==> config.mk <==
export PLATFORM = sky130hd
export DESIGN_NAME = spi_arbiter_flat
export DESIGN_NICKNAME = d
export VERILOG_FILES = /design/src/rtl/spi_arbiter_pkg.sv /design/src/rtl/spi_arbiter_if.sv /design/src/rtl/spi_arbiter_rr_picker.sv /design/src/rtl/spi_arbiter.sv /design/src/flat_wrapper.sv
export SDC_FILE = /design/constraint.sdc
export NUM_CORES = 1
export LEC_CHECK = 0
export BUFFER_PORTS_ARGS = -buffer_cell sky130_fd_sc_hd__buf_2
export CAP_MARGIN = 25
export CORE_MARGIN = 2
export CORE_UTILIZATION = 51
export CTS_BUF_LIST = sky130_fd_sc_hd__clkbuf_4 sky130_fd_sc_hd__clkbuf_8 sky130_fd_sc_hd__clkbuf_16
export DETAILED_ROUTE_END_ITERATION = 12
export PLACE_DENSITY = 0.89
export SYNTH_ARGS = -nofsm -noshare
export SYNTH_HDL_FRONTEND = slang
export SYNTH_SLANG_ARGS = --single-unit
==> constraint.sdc <==
create_clock -name i_clk -period 4.1 [get_ports i_clk]
set_clock_uncertainty 0.1 [all_clocks]
set_input_delay 0.41 -clock i_clk [delete_from_list [all_inputs] [get_ports i_clk]]
set_output_delay 0.41 -clock i_clk [all_outputs]
set_load 0.05 [all_outputs]
==> src/rtl/spi_arbiter_pkg.sv <==
// spi_pkg: shared FSM encoding, byte width and default sizing for spi_arbiter.
//   BYTE_W       width of every data byte on the bus
//   DEF_NUM_REQ  default number of requesters
//   DEF_TIMEOUT  default cycles to wait for master completion
//   state_t      arbiter FSM encoding
//   idx_w()      width of a requester index, never below 1 bit
package spi_pkg;

   localparam int BYTE_W      = 8;
   localparam int DEF_NUM_REQ = 4;
   localparam int DEF_TIMEOUT = 64;

   typedef enum logic [1:0] {
      S_IDLE = 2'd0,
      S_WAIT = 2'd1,
      S_RESP = 2'd2
   } state_t;

   function automatic int idx_w(input int n);
      return (n > 1) ? $clog2(n) : 1;
   endfunction

endpackage

==> src/rtl/spi_arbiter_if.sv <==
// spi_arbiter_if: requester-side and spi_master-side signals of spi_arbiter.
//   i_req / i_req_data             level requests and one byte per requester
//   o_gnt / o_resp_*               grant, response pulse, received byte, timeout flag
//   o_start_tx / o_tx_data         start pulse and byte towards spi_master
//   i_tx_done / i_rx_data / i_ss   completion, received byte, select from spi_master
//   o_ss_n                         per-slave select fanned out from i_ss
//   o_busy                         arbiter not idle
// Modport master is the arbiter itself; slave is the environment around it.
interface spi_arbiter_if import spi_pkg::*; #(
   parameter int NUM_REQ = DEF_NUM_REQ
);

   logic [NUM_REQ-1:0]        i_req;
   logic [BYTE_W*NUM_REQ-1:0] i_req_data;
   logic [NUM_REQ-1:0]        o_gnt;
   logic [NUM_REQ-1:0]        o_resp_valid;
   logic [BYTE_W-1:0]         o_resp_data;
   logic                      o_resp_err;
   logic                      o_start_tx;
   logic [BYTE_W-1:0]         o_tx_data;
   logic                      i_tx_done;
   logic [BYTE_W-1:0]         i_rx_data;
   logic                      i_ss;
   logic [NUM_REQ-1:0]        o_ss_n;
   logic                      o_busy;

   modport master (
      input  i_req, i_req_data, i_tx_done, i_rx_data, i_ss,
      output o_gnt, o_resp_valid, o_resp_data, o_resp_err, o_start_tx, o_tx_data, o_ss_n, o_busy
   );

   modport slave (
      output i_req, i_req_data, i_tx_done, i_rx_data, i_ss,
      input  o_gnt, o_resp_valid, o_resp_data, o_resp_err, o_start_tx, o_tx_data, o_ss_n, o_busy
   );

endinterface

==> src/rtl/spi_arbiter_rr_picker.sv <==
// rr_picker: combinational round-robin selection.
//   req  request vector
//   ptr  index of the last served requester
//   win  one-hot winner (all-zero when no request)
//   idx  winner index
//   any  at least one request present
module rr_picker #(
   parameter int N  = 4,
   parameter int IW = 2
) (
   input  logic [N-1:0]  req,
   input  logic [IW-1:0] ptr,
   output logic [N-1:0]  win,
   output logic [IW-1:0] idx,
   output logic          any
);

   logic [IW-1:0] j;

   // Offsets are walked from farthest to nearest, so the last hit written is
   // the first set bit at or after ptr+1, wrapping round to ptr itself.
   always_comb begin
      win = '0;
      idx = '0;
      j   = '0;
      for (int i = N; i >= 1; i--) begin
         j = IW'((int'(ptr) + i) % N);
         if (req[j]) begin
            win    = '0;
            win[j] = 1'b1;
            idx    = j;
         end
      end
   end

   assign any = |req;

endmodule

==> src/rtl/spi_arbiter.sv <==
// spi_arbiter: shares one spi_master between NUM_REQ requesters, round-robin.
//   i_clk    clock, everything on posedge
//   i_rst_n  synchronous active-low reset
//   bus      spi_arbiter_if.master: requests, grants, responses and master link
// A request in IDLE is granted one edge later with a one-cycle start pulse;
// WAIT holds the grant until i_tx_done or TIMEOUT cycles; RESP emits a one-cycle
// response pulse, then the grant drops and arbitration resumes a cycle later.
module spi_arbiter import spi_pkg::*; #(
   parameter int NUM_REQ = DEF_NUM_REQ,
   parameter int TIMEOUT = DEF_TIMEOUT
) (
   input logic           i_clk,
   input logic           i_rst_n,
   spi_arbiter_if.master bus
);

   localparam int IW = idx_w(NUM_REQ);
   localparam int CW = $clog2(TIMEOUT) + 1;

   state_t             state, state_n;
   logic [NUM_REQ-1:0] gnt, gnt_n;
   logic [NUM_REQ-1:0] valid, valid_n;
   logic [NUM_REQ-1:0] win;
   logic [IW-1:0]      idx, idx_n;
   logic [IW-1:0]      last, last_n;
   logic [IW-1:0]      win_idx;
   logic [BYTE_W-1:0]  rdata, rdata_n;
   logic [BYTE_W-1:0]  tdata, tdata_n;
   logic               err, err_n;
   logic               start, start_n;
   logic               any;
   logic [CW-1:0]      cnt, cnt_n;

   rr_picker #(.N(NUM_REQ), .IW(IW)) u_pick (
      .req (bus.i_req),
      .ptr (last),
      .win (win),
      .idx (win_idx),
      .any (any)
   );

   always_ff @(posedge i_clk) begin
      if (!i_rst_n) begin
         state <= S_IDLE;
         gnt   <= '0;
         idx   <= '0;
         last  <= IW'(NUM_REQ - 1);
         valid <= '0;
         rdata <= '0;
         err   <= 1'b0;
         start <= 1'b0;
         tdata <= '0;
         cnt   <= '0;
      end else begin
         state <= state_n;
         gnt   <= gnt_n;
         idx   <= idx_n;
         last  <= last_n;
         valid <= valid_n;
         rdata <= rdata_n;
         err   <= err_n;
         start <= start_n;
         tdata <= tdata_n;
         cnt   <= cnt_n;
      end
   end

   always_comb begin
      state_n = state;
      gnt_n   = gnt;
      idx_n   = idx;
      last_n  = last;
      valid_n = '0;
      rdata_n = rdata;
      err_n   = err;
      start_n = 1'b0;
      tdata_n = tdata;
      cnt_n   = cnt;
      case (state)
         S_IDLE: begin
            if (any) begin
               state_n = S_WAIT;
               gnt_n   = win;
               idx_n   = win_idx;
               tdata_n = bus.i_req_data[int'(win_idx)*BYTE_W +: BYTE_W];
               start_n = 1'b1;
               cnt_n   = '0;
            end
         end
         S_WAIT: begin
            cnt_n = cnt + CW'(1);
            // A completion arriving on the timeout cycle still counts as success.
            if (bus.i_tx_done || cnt == CW'(TIMEOUT - 1)) begin
               state_n = S_RESP;
               valid_n = gnt;
               rdata_n = bus.i_tx_done ? bus.i_rx_data : '0;
               err_n   = !bus.i_tx_done;
            end
         end
         S_RESP: begin
            state_n = S_IDLE;
            gnt_n   = '0;
            last_n  = idx;
         end
         default: state_n = S_IDLE;
      endcase
   end

   assign bus.o_gnt        = gnt;
   assign bus.o_resp_valid = valid;
   assign bus.o_resp_data  = rdata;
   assign bus.o_resp_err   = err;
   assign bus.o_start_tx   = start;
   assign bus.o_tx_data    = tdata;
   assign bus.o_ss_n       = ~gnt | {NUM_REQ{bus.i_ss}};
   assign bus.o_busy       = state != S_IDLE;

endmodule

==> src/flat_wrapper.sv <==
// flat-port wrapper written by rule: the top's interface ports become plain ports
module spi_arbiter_flat import spi_pkg::*;
#(
   parameter int NUM_REQ = DEF_NUM_REQ,
   parameter int TIMEOUT = DEF_TIMEOUT
)
  (i_clk, i_rst_n, bus_i_req, bus_i_req_data, bus_i_tx_done, bus_i_rx_data, bus_i_ss, bus_o_gnt, bus_o_resp_valid, bus_o_resp_data, bus_o_resp_err, bus_o_start_tx, bus_o_tx_data, bus_o_ss_n, bus_o_busy);
  spi_arbiter_if #(.NUM_REQ(NUM_REQ)) bus_i ();
  input logic i_clk;
  input logic i_rst_n;
  input wire logic [$bits(bus_i.i_req)-1:0] bus_i_req;
  input wire logic [$bits(bus_i.i_req_data)-1:0] bus_i_req_data;
  input wire logic [$bits(bus_i.i_tx_done)-1:0] bus_i_tx_done;
  input wire logic [$bits(bus_i.i_rx_data)-1:0] bus_i_rx_data;
  input wire logic [$bits(bus_i.i_ss)-1:0] bus_i_ss;
  output wire logic [$bits(bus_i.o_gnt)-1:0] bus_o_gnt;
  output wire logic [$bits(bus_i.o_resp_valid)-1:0] bus_o_resp_valid;
  output wire logic [$bits(bus_i.o_resp_data)-1:0] bus_o_resp_data;
  output wire logic [$bits(bus_i.o_resp_err)-1:0] bus_o_resp_err;
  output wire logic [$bits(bus_i.o_start_tx)-1:0] bus_o_start_tx;
  output wire logic [$bits(bus_i.o_tx_data)-1:0] bus_o_tx_data;
  output wire logic [$bits(bus_i.o_ss_n)-1:0] bus_o_ss_n;
  output wire logic [$bits(bus_i.o_busy)-1:0] bus_o_busy;
  assign bus_i.i_req = bus_i_req;
  assign bus_i.i_req_data = bus_i_req_data;
  assign bus_i.i_tx_done = bus_i_tx_done;
  assign bus_i.i_rx_data = bus_i_rx_data;
  assign bus_i.i_ss = bus_i_ss;
  assign bus_o_gnt = bus_i.o_gnt;
  assign bus_o_resp_valid = bus_i.o_resp_valid;
  assign bus_o_resp_data = bus_i.o_resp_data;
  assign bus_o_resp_err = bus_i.o_resp_err;
  assign bus_o_start_tx = bus_i.o_start_tx;
  assign bus_o_tx_data = bus_i.o_tx_data;
  assign bus_o_ss_n = bus_i.o_ss_n;
  assign bus_o_busy = bus_i.o_busy;
  spi_arbiter #(.NUM_REQ(NUM_REQ), .TIMEOUT(TIMEOUT)) u_core (.i_clk(i_clk), .i_rst_n(i_rst_n), .bus(bus_i));
endmodule
After elaboration in Yosys (flattened, before gate mapping)
Index checks and enable logic that the tools add are counted.
- add/sub/neg operators: 5
- muxes and demuxes: 33
- order comparisons: 8
- shifts and indexed selects: 1
- reduce and logical (&&, ||, !) cells: 18
- bitwise logic cells: 2
- eq/ne operators: 5
- operators with widths (cell ; number):
    32-bit by 6-bit indexed part select with 8-bit output ; 1
    4-bit two-way mux ; 5
    7-bit one-hot mux with 2 select lines ; 1
    2-bit by 3-bit < comparator with 1-bit output (second input constant) ; 4
    2-bit two-way mux ; 6
    2-bit AND reduction ; 6
    1-bit two-way mux ; 9
    1-bit binary-select mux with 2-bit select ; 4
    1-bit demux with 2-bit select ; 4
    2-bit by 1-bit greater-or-equal comparator with 1-bit output (second input constant) ; 4
    8-bit two-way mux ; 1
    4-bit one-hot mux with 2 select lines ; 1
    7-bit by 1-bit adder with 7-bit output (second input constant) ; 1
    7-bit by 6-bit == test with 1-bit output (second input constant) ; 1
    7-bit two-way mux ; 1
    2-bit nonzero test ; 3
    2-bit by 1-bit adder with 2-bit output (second input constant) ; 2
    2-bit adder (second input constant) ; 2
    1-bit logical AND ; 4
    2-bit by 1-bit inequality test with 1-bit output (second input constant) ; 2
    4-bit inverter ; 1
    4-bit bitwise OR ; 1
    2-bit one-hot mux with 2 select lines ; 1
    4-bit OR reduction ; 1
    6 further kinds ; 6
- output and inout port bits: 31
- word-level logic and storage cells: 82
- bits in registers: 39
- bits of input ports: 48

Logic depth before layout (Yosys ltp)
- depth after elaboration: 11
- gate-level depth with buffers: 12
- depth with buffers taken out: 8

Hierarchy
Synthesis repeated with hierarchy kept, for this count alone.
- cells, all modules: 242
- area, all modules: 2162.1 um^2
- by module, submodules not included (module ; cells an instance ; area each (um^2) ; seq. area each (um^2) ; instances):
    spi_arbiter ; 184 ; 1721.7 ; 780.7 ; 1
    rr_picker ; 58 ; 440.4 ; 0.0 ; 1

Worst setup path after synthesis
OpenSTA, ideal clock, no wires.
- path type: flip-flop to flip-flop
- from: register u_core.last[0]
- to: register u_core.tdata[0], in the netlist u_core.bus.o_tx_data[0]
- cell stages (with the launch flop): 12
- period minus slack after synthesis: 3181 ps
- buffers on the path: 3
- setup time: 123 ps
- data required time: 3877 ps
- arrival time: 2959 ps
- slack: 919 ps
- cells stage by stage: dfxtp_1 buf_6 buf_2 clkinv_1 ha_1 clkbuf_1 mux2_2 or4b_1 o311a_1 a31o_1 a32oi_1 o21ai_1
- word-level cells in the longest chain between the ends: 8
- elaborated cells between the ends (all ways): 17
- those cells by class: add/sub: 4; shift: 1; mux: 12
- ends and longest elaborated chain (element ; RTL line ; text):
    start: declaration ; spi_arbiter.sv:25 ; logic [IW-1:0] last, last_n;
    start signal: assignment ; spi_arbiter.sv:47 ; last <= IW'(NUM_REQ - 1);
    start signal: assignment ; spi_arbiter.sv:58 ; last <= last_n;
    2-bit by 1-bit adder with 2-bit output ; spi_arbiter_rr_picker.sv:27 ; j = IW'((int'(ptr) + i) % N);
    1-bit binary-select mux with 2-bit select ; spi_arbiter_rr_picker.sv:28 ; if (req[j]) begin
    1-bit two-way mux (not written as such) ; spi_arbiter_rr_picker.sv:28 ;
    2-bit two-way mux (3 in series) ; spi_arbiter_rr_picker.sv:28 ;
    2-bit two-way mux * ; spi_arbiter_rr_picker.sv:28 ;
    32-bit by 6-bit indexed part select with 8-bit output * ; spi_arbiter.sv:85 ; tdata_n = bus.i_req_data[int'(win_idx)*BYTE_W +: BYTE_W];
    end signal: assignment ; spi_arbiter.sv:63 ; tdata <= tdata_n;
    end: declaration ; spi_arbiter.sv:28 ; logic [BYTE_W-1:0] tdata, tdata_n;
Every way passes the cells marked *; elsewhere a longest branch is shown, timed or not. The select of a mux whose other input is x is not followed.
A chain may end at the register's enable or synchronous reset.

Final worst setup path
- from: register u_core.last[1]
- to: register u_core.tdata[4], in the netlist u_core.bus.o_tx_data[4]
Same word-level chain as after synthesis.

==> results by group <==
Die
  – Core area: 4660 sq um
  – Die Y: 73.1 um
  – I/O pin cnt: 79
  – Die Width: 73.1 um
  – Initial core utilization: 0.523
  – Die area: 5350 sq um
  – # rows: 25

STA
  – Hold Vio Cnt, Final: 0
  – Tcrit/Tclk final: 0.818
  – Slew at the pin closest to its max-slew limit: 0.727 ns
  – Peak Freq: 0.298 GHz
  – Final setup viols: 0
  – Final Max Tran Viols: 0
  – Crit path time final: 3.36 ns
  – Setup repair after global routing missed its margin: false
  – Headroom to the max-slew limit: 0.514
  – Final TNS setup: 0 ns

Synthesis
  – Ys async rst share: 0
  – Number of synthesized flops with an enable pin: 0
  – YS warnings: 0
  – Net Count, Synth: 339
  – Most frequent cells after synthesis: dfxtp_1 (39), nand2_1 (19), nor2_1 (19), nor2b_1 (16)
  – Synthesized netlist cell count: 284
  – Post-synthesis sequential area ratio: 0.320
  – Count of state elements after synthesis: 39
  – Top cell type's share of synthesized area: 0.320
  – Synth area leaders: dfxtp_1 (32%), nor2b_1 (4.1%), mux2i_1 (3.7%), mux4_2 (3.7%), ha_1 (3.6%)
  – Ys flop type: dfxtp_1
  – Synth Cell Area: 2440 sq um
  – Synth unique cells: 45
  – Synth area leader: dfxtp_1
  – Count leader, synth: dfxtp_1
  – Syn_area_per_cell: 8.58 sq um

Critical path
  – Register-to-register path setup slack: 0.74 ns
  – Crit path kind: flip-flop to flip-flop
  – Critical path arrival: 3.42 ns
  – FF-to-FF Start: u_core.last[1]
  – Crit path max fanout: 12
  – FF-to-FF path depth: 8
  – Crit end category: flip-flop
  – R2r endpoint: u_core.bus.o_tx_data[4]
  – Crit start category: flip-flop
  – Req. time, crit path: 4.16 ns

Clocking
  – Max clock buf depth: 2
  – Hold buffer count at cts: 0
  – Sink Count: 39
  – H-tree levels: 2
  – Clock transition at path regs: 0.08 ns
  – Worst skew pair latency: 0.29 ns
  – Clock buffer count from CTS: 5
  – CTS root buffer: clkbuf_8
  – Postcts setup bufs: 0
  – Post-CTS Resized: 0
  – CTS tree: yes

Routing
  – Final WL: 6060 um
  – Drt drc: 0
  – Avg WL per Cell: 15.0 um
  – Pre-Repair DR Iteration Count: 5
  – Via Count: 2476
  – Initial detailed-routing violation count: 309
  – Post-route ant nets: 0
  – Via density: 6.11

Job
  – Max_cap viols: 0

Cells and area
  – Antenna diodes: 0
  – Final Util: 0.628
  – Nets: 405
  – Fill count: 390
  – Area grow syn2layout: 20.1%
  – Share of post-route cells with drive strength above 1: 0.282

Hold path
  – Hold Crit Start: bus_i_req_data[17]
  – Hold EP: u_core.bus.o_tx_data[1]
  – Hold WC Path Type: primary input to flip-flop
  – WHS Path Cells: 3

Power
  – Cell Pwr Density: 404 nW/um^2
  – Worst IR Drop VDD: 0.256 mV
  – Leakage power: 1.25 nW

Global route
  – Total GRT Usage: 0.236
  – First-pass GRT wire length: 10100 um
  – Grt total ovfl: 0
  – Largest net degree at the start of global routing: 29
  – Initial antenna violation count: 0
  – Vias in the first global route: 2274

Placed design
  – IO buf count: 78
  – HPWL Detailed: 4360 um
  – Routability cong.: 0.868

Run status
  – Status: completed
## stage by stage
stage	hold slack, ns	total power [W]	std cells	setup slack, ns	instance area (sq um)
after floorplan	0.314	0.000770	284	0.919	2440
after global placement	0.339	0.000858	397	0.946	2810
after detailed placement	0.343	0.000869	397	0.775	2810
after CTS	0.282	0.00119	405	0.763	2930
after global routing	0.292	0.00125	405	0.491	2930
final	0.286	0.00118	405	0.744	2930
## registers in the layout (all words and copies together) (netlist names)
signal                   flops
u_core.state                 2
u_core.cnt                   7
u_core.bus.o_resp_valid      4
u_core.bus.o_tx_data         8
u_core.idx                   2
u_core.bus.o_resp_err        1
u_core.bus.o_gnt             4
u_core.bus.o_start_tx        1
u_core.bus.o_resp_data       8
u_core.last                  2
## where the power goes
part / leakage [nW] / switching [W] / internal [W]
clock network: 0.0581 / 0.000138 / 0.000181
logic: 0.875 / 0.000285 / 0.000141
registers: 0.319 / 0.0000227 / 0.000416
## how the worst max path moves through the flow
stage / to / startpoint / depth (start not counted)
global route: u_core.bus.o_tx_data[4] / u_core.last[1] / 9
global placement: u_core.bus.o_tx_data[7] / u_core.last[1] / 9
floorplan: u_core.bus.o_tx_data[0] / u_core.last[0] / 11
finish: u_core.bus.o_tx_data[4] / u_core.last[1] / 8
detailed placement: u_core.bus.o_tx_data[4] / u_core.last[1] / 8
CTS: u_core.bus.o_tx_data[4] / u_core.last[1] / 8
## kinds of logic (layout without fill, tap and decap cells)
| logic type | after synthesis | count (layout) | synth area share |
|---|---|---|---|
| fa+ha+maj | 7 | 7 | 0.0360 |
| compound gates | 89 | 89 | 0.261 |
| simple gates | 99 | 99 | 0.223 |
| flops | 39 | 39 | 0.320 |
| mux | 20 | 20 | 0.106 |
| buf+inv | 30 | 97 | 0.0529 |
## layout make-up
class | instances | area [sq um] | area share
clock buffer | 5 | 68.8 | 0.0235
sequential | 39 | 781 | 0.267
tap | 54 | 67.6 | 0.0231
multi-input combinational | 215 | 1530 | 0.522
timing repair buffer | 80 | 405 | 0.139
inverter | 9 | 33.8 | 0.0115
clock inverter | 3 | 43.8 | 0.0150
## layout by cell type (no fill, tap or decap), types with 4 or more instances in the layout
cell	instances
clkbuf_8	5
nor3b_1	7
a22oi_1	11
nand2b_1	11
a32oi_1	8
a221o_1	5
buf_2	78
ha_1	7
a21boi_0	4
o211ai_1	6
dfxtp_1	39
mux2_1	5
nor2_1	19
a221oi_1	5
inv_1	8
mux2i_1	9
a21oi_1	14
o221ai_1	5
a31oi_1	4
nor2b_1	16
mux4_2	4
nand2_1	19
o21ai_0	12
and2_1	7
## routing by layer
layer,GRT usage,part of all wire,vias to the layer above
li1,-,-,1193
met1,0.301,0.42,1170
met2,0.411,0.51,105
met3,0.0401,0.063,8
met4,0.0597,0.0086,0
met5,0,0,-
## worst max-delay path: stages, from the launching register on
cell and delay, ns:
dfxtp_1 0.54, inv_1 0.22, ha_1 0.53, mux4_2 0.47, nor2b_1 0.49, o21ai_2 0.20, mux2_1 0.35, a32oi_1 0.21
o211ai_1 0.12
No activity file was read; power rests on OpenSTA's default activity.
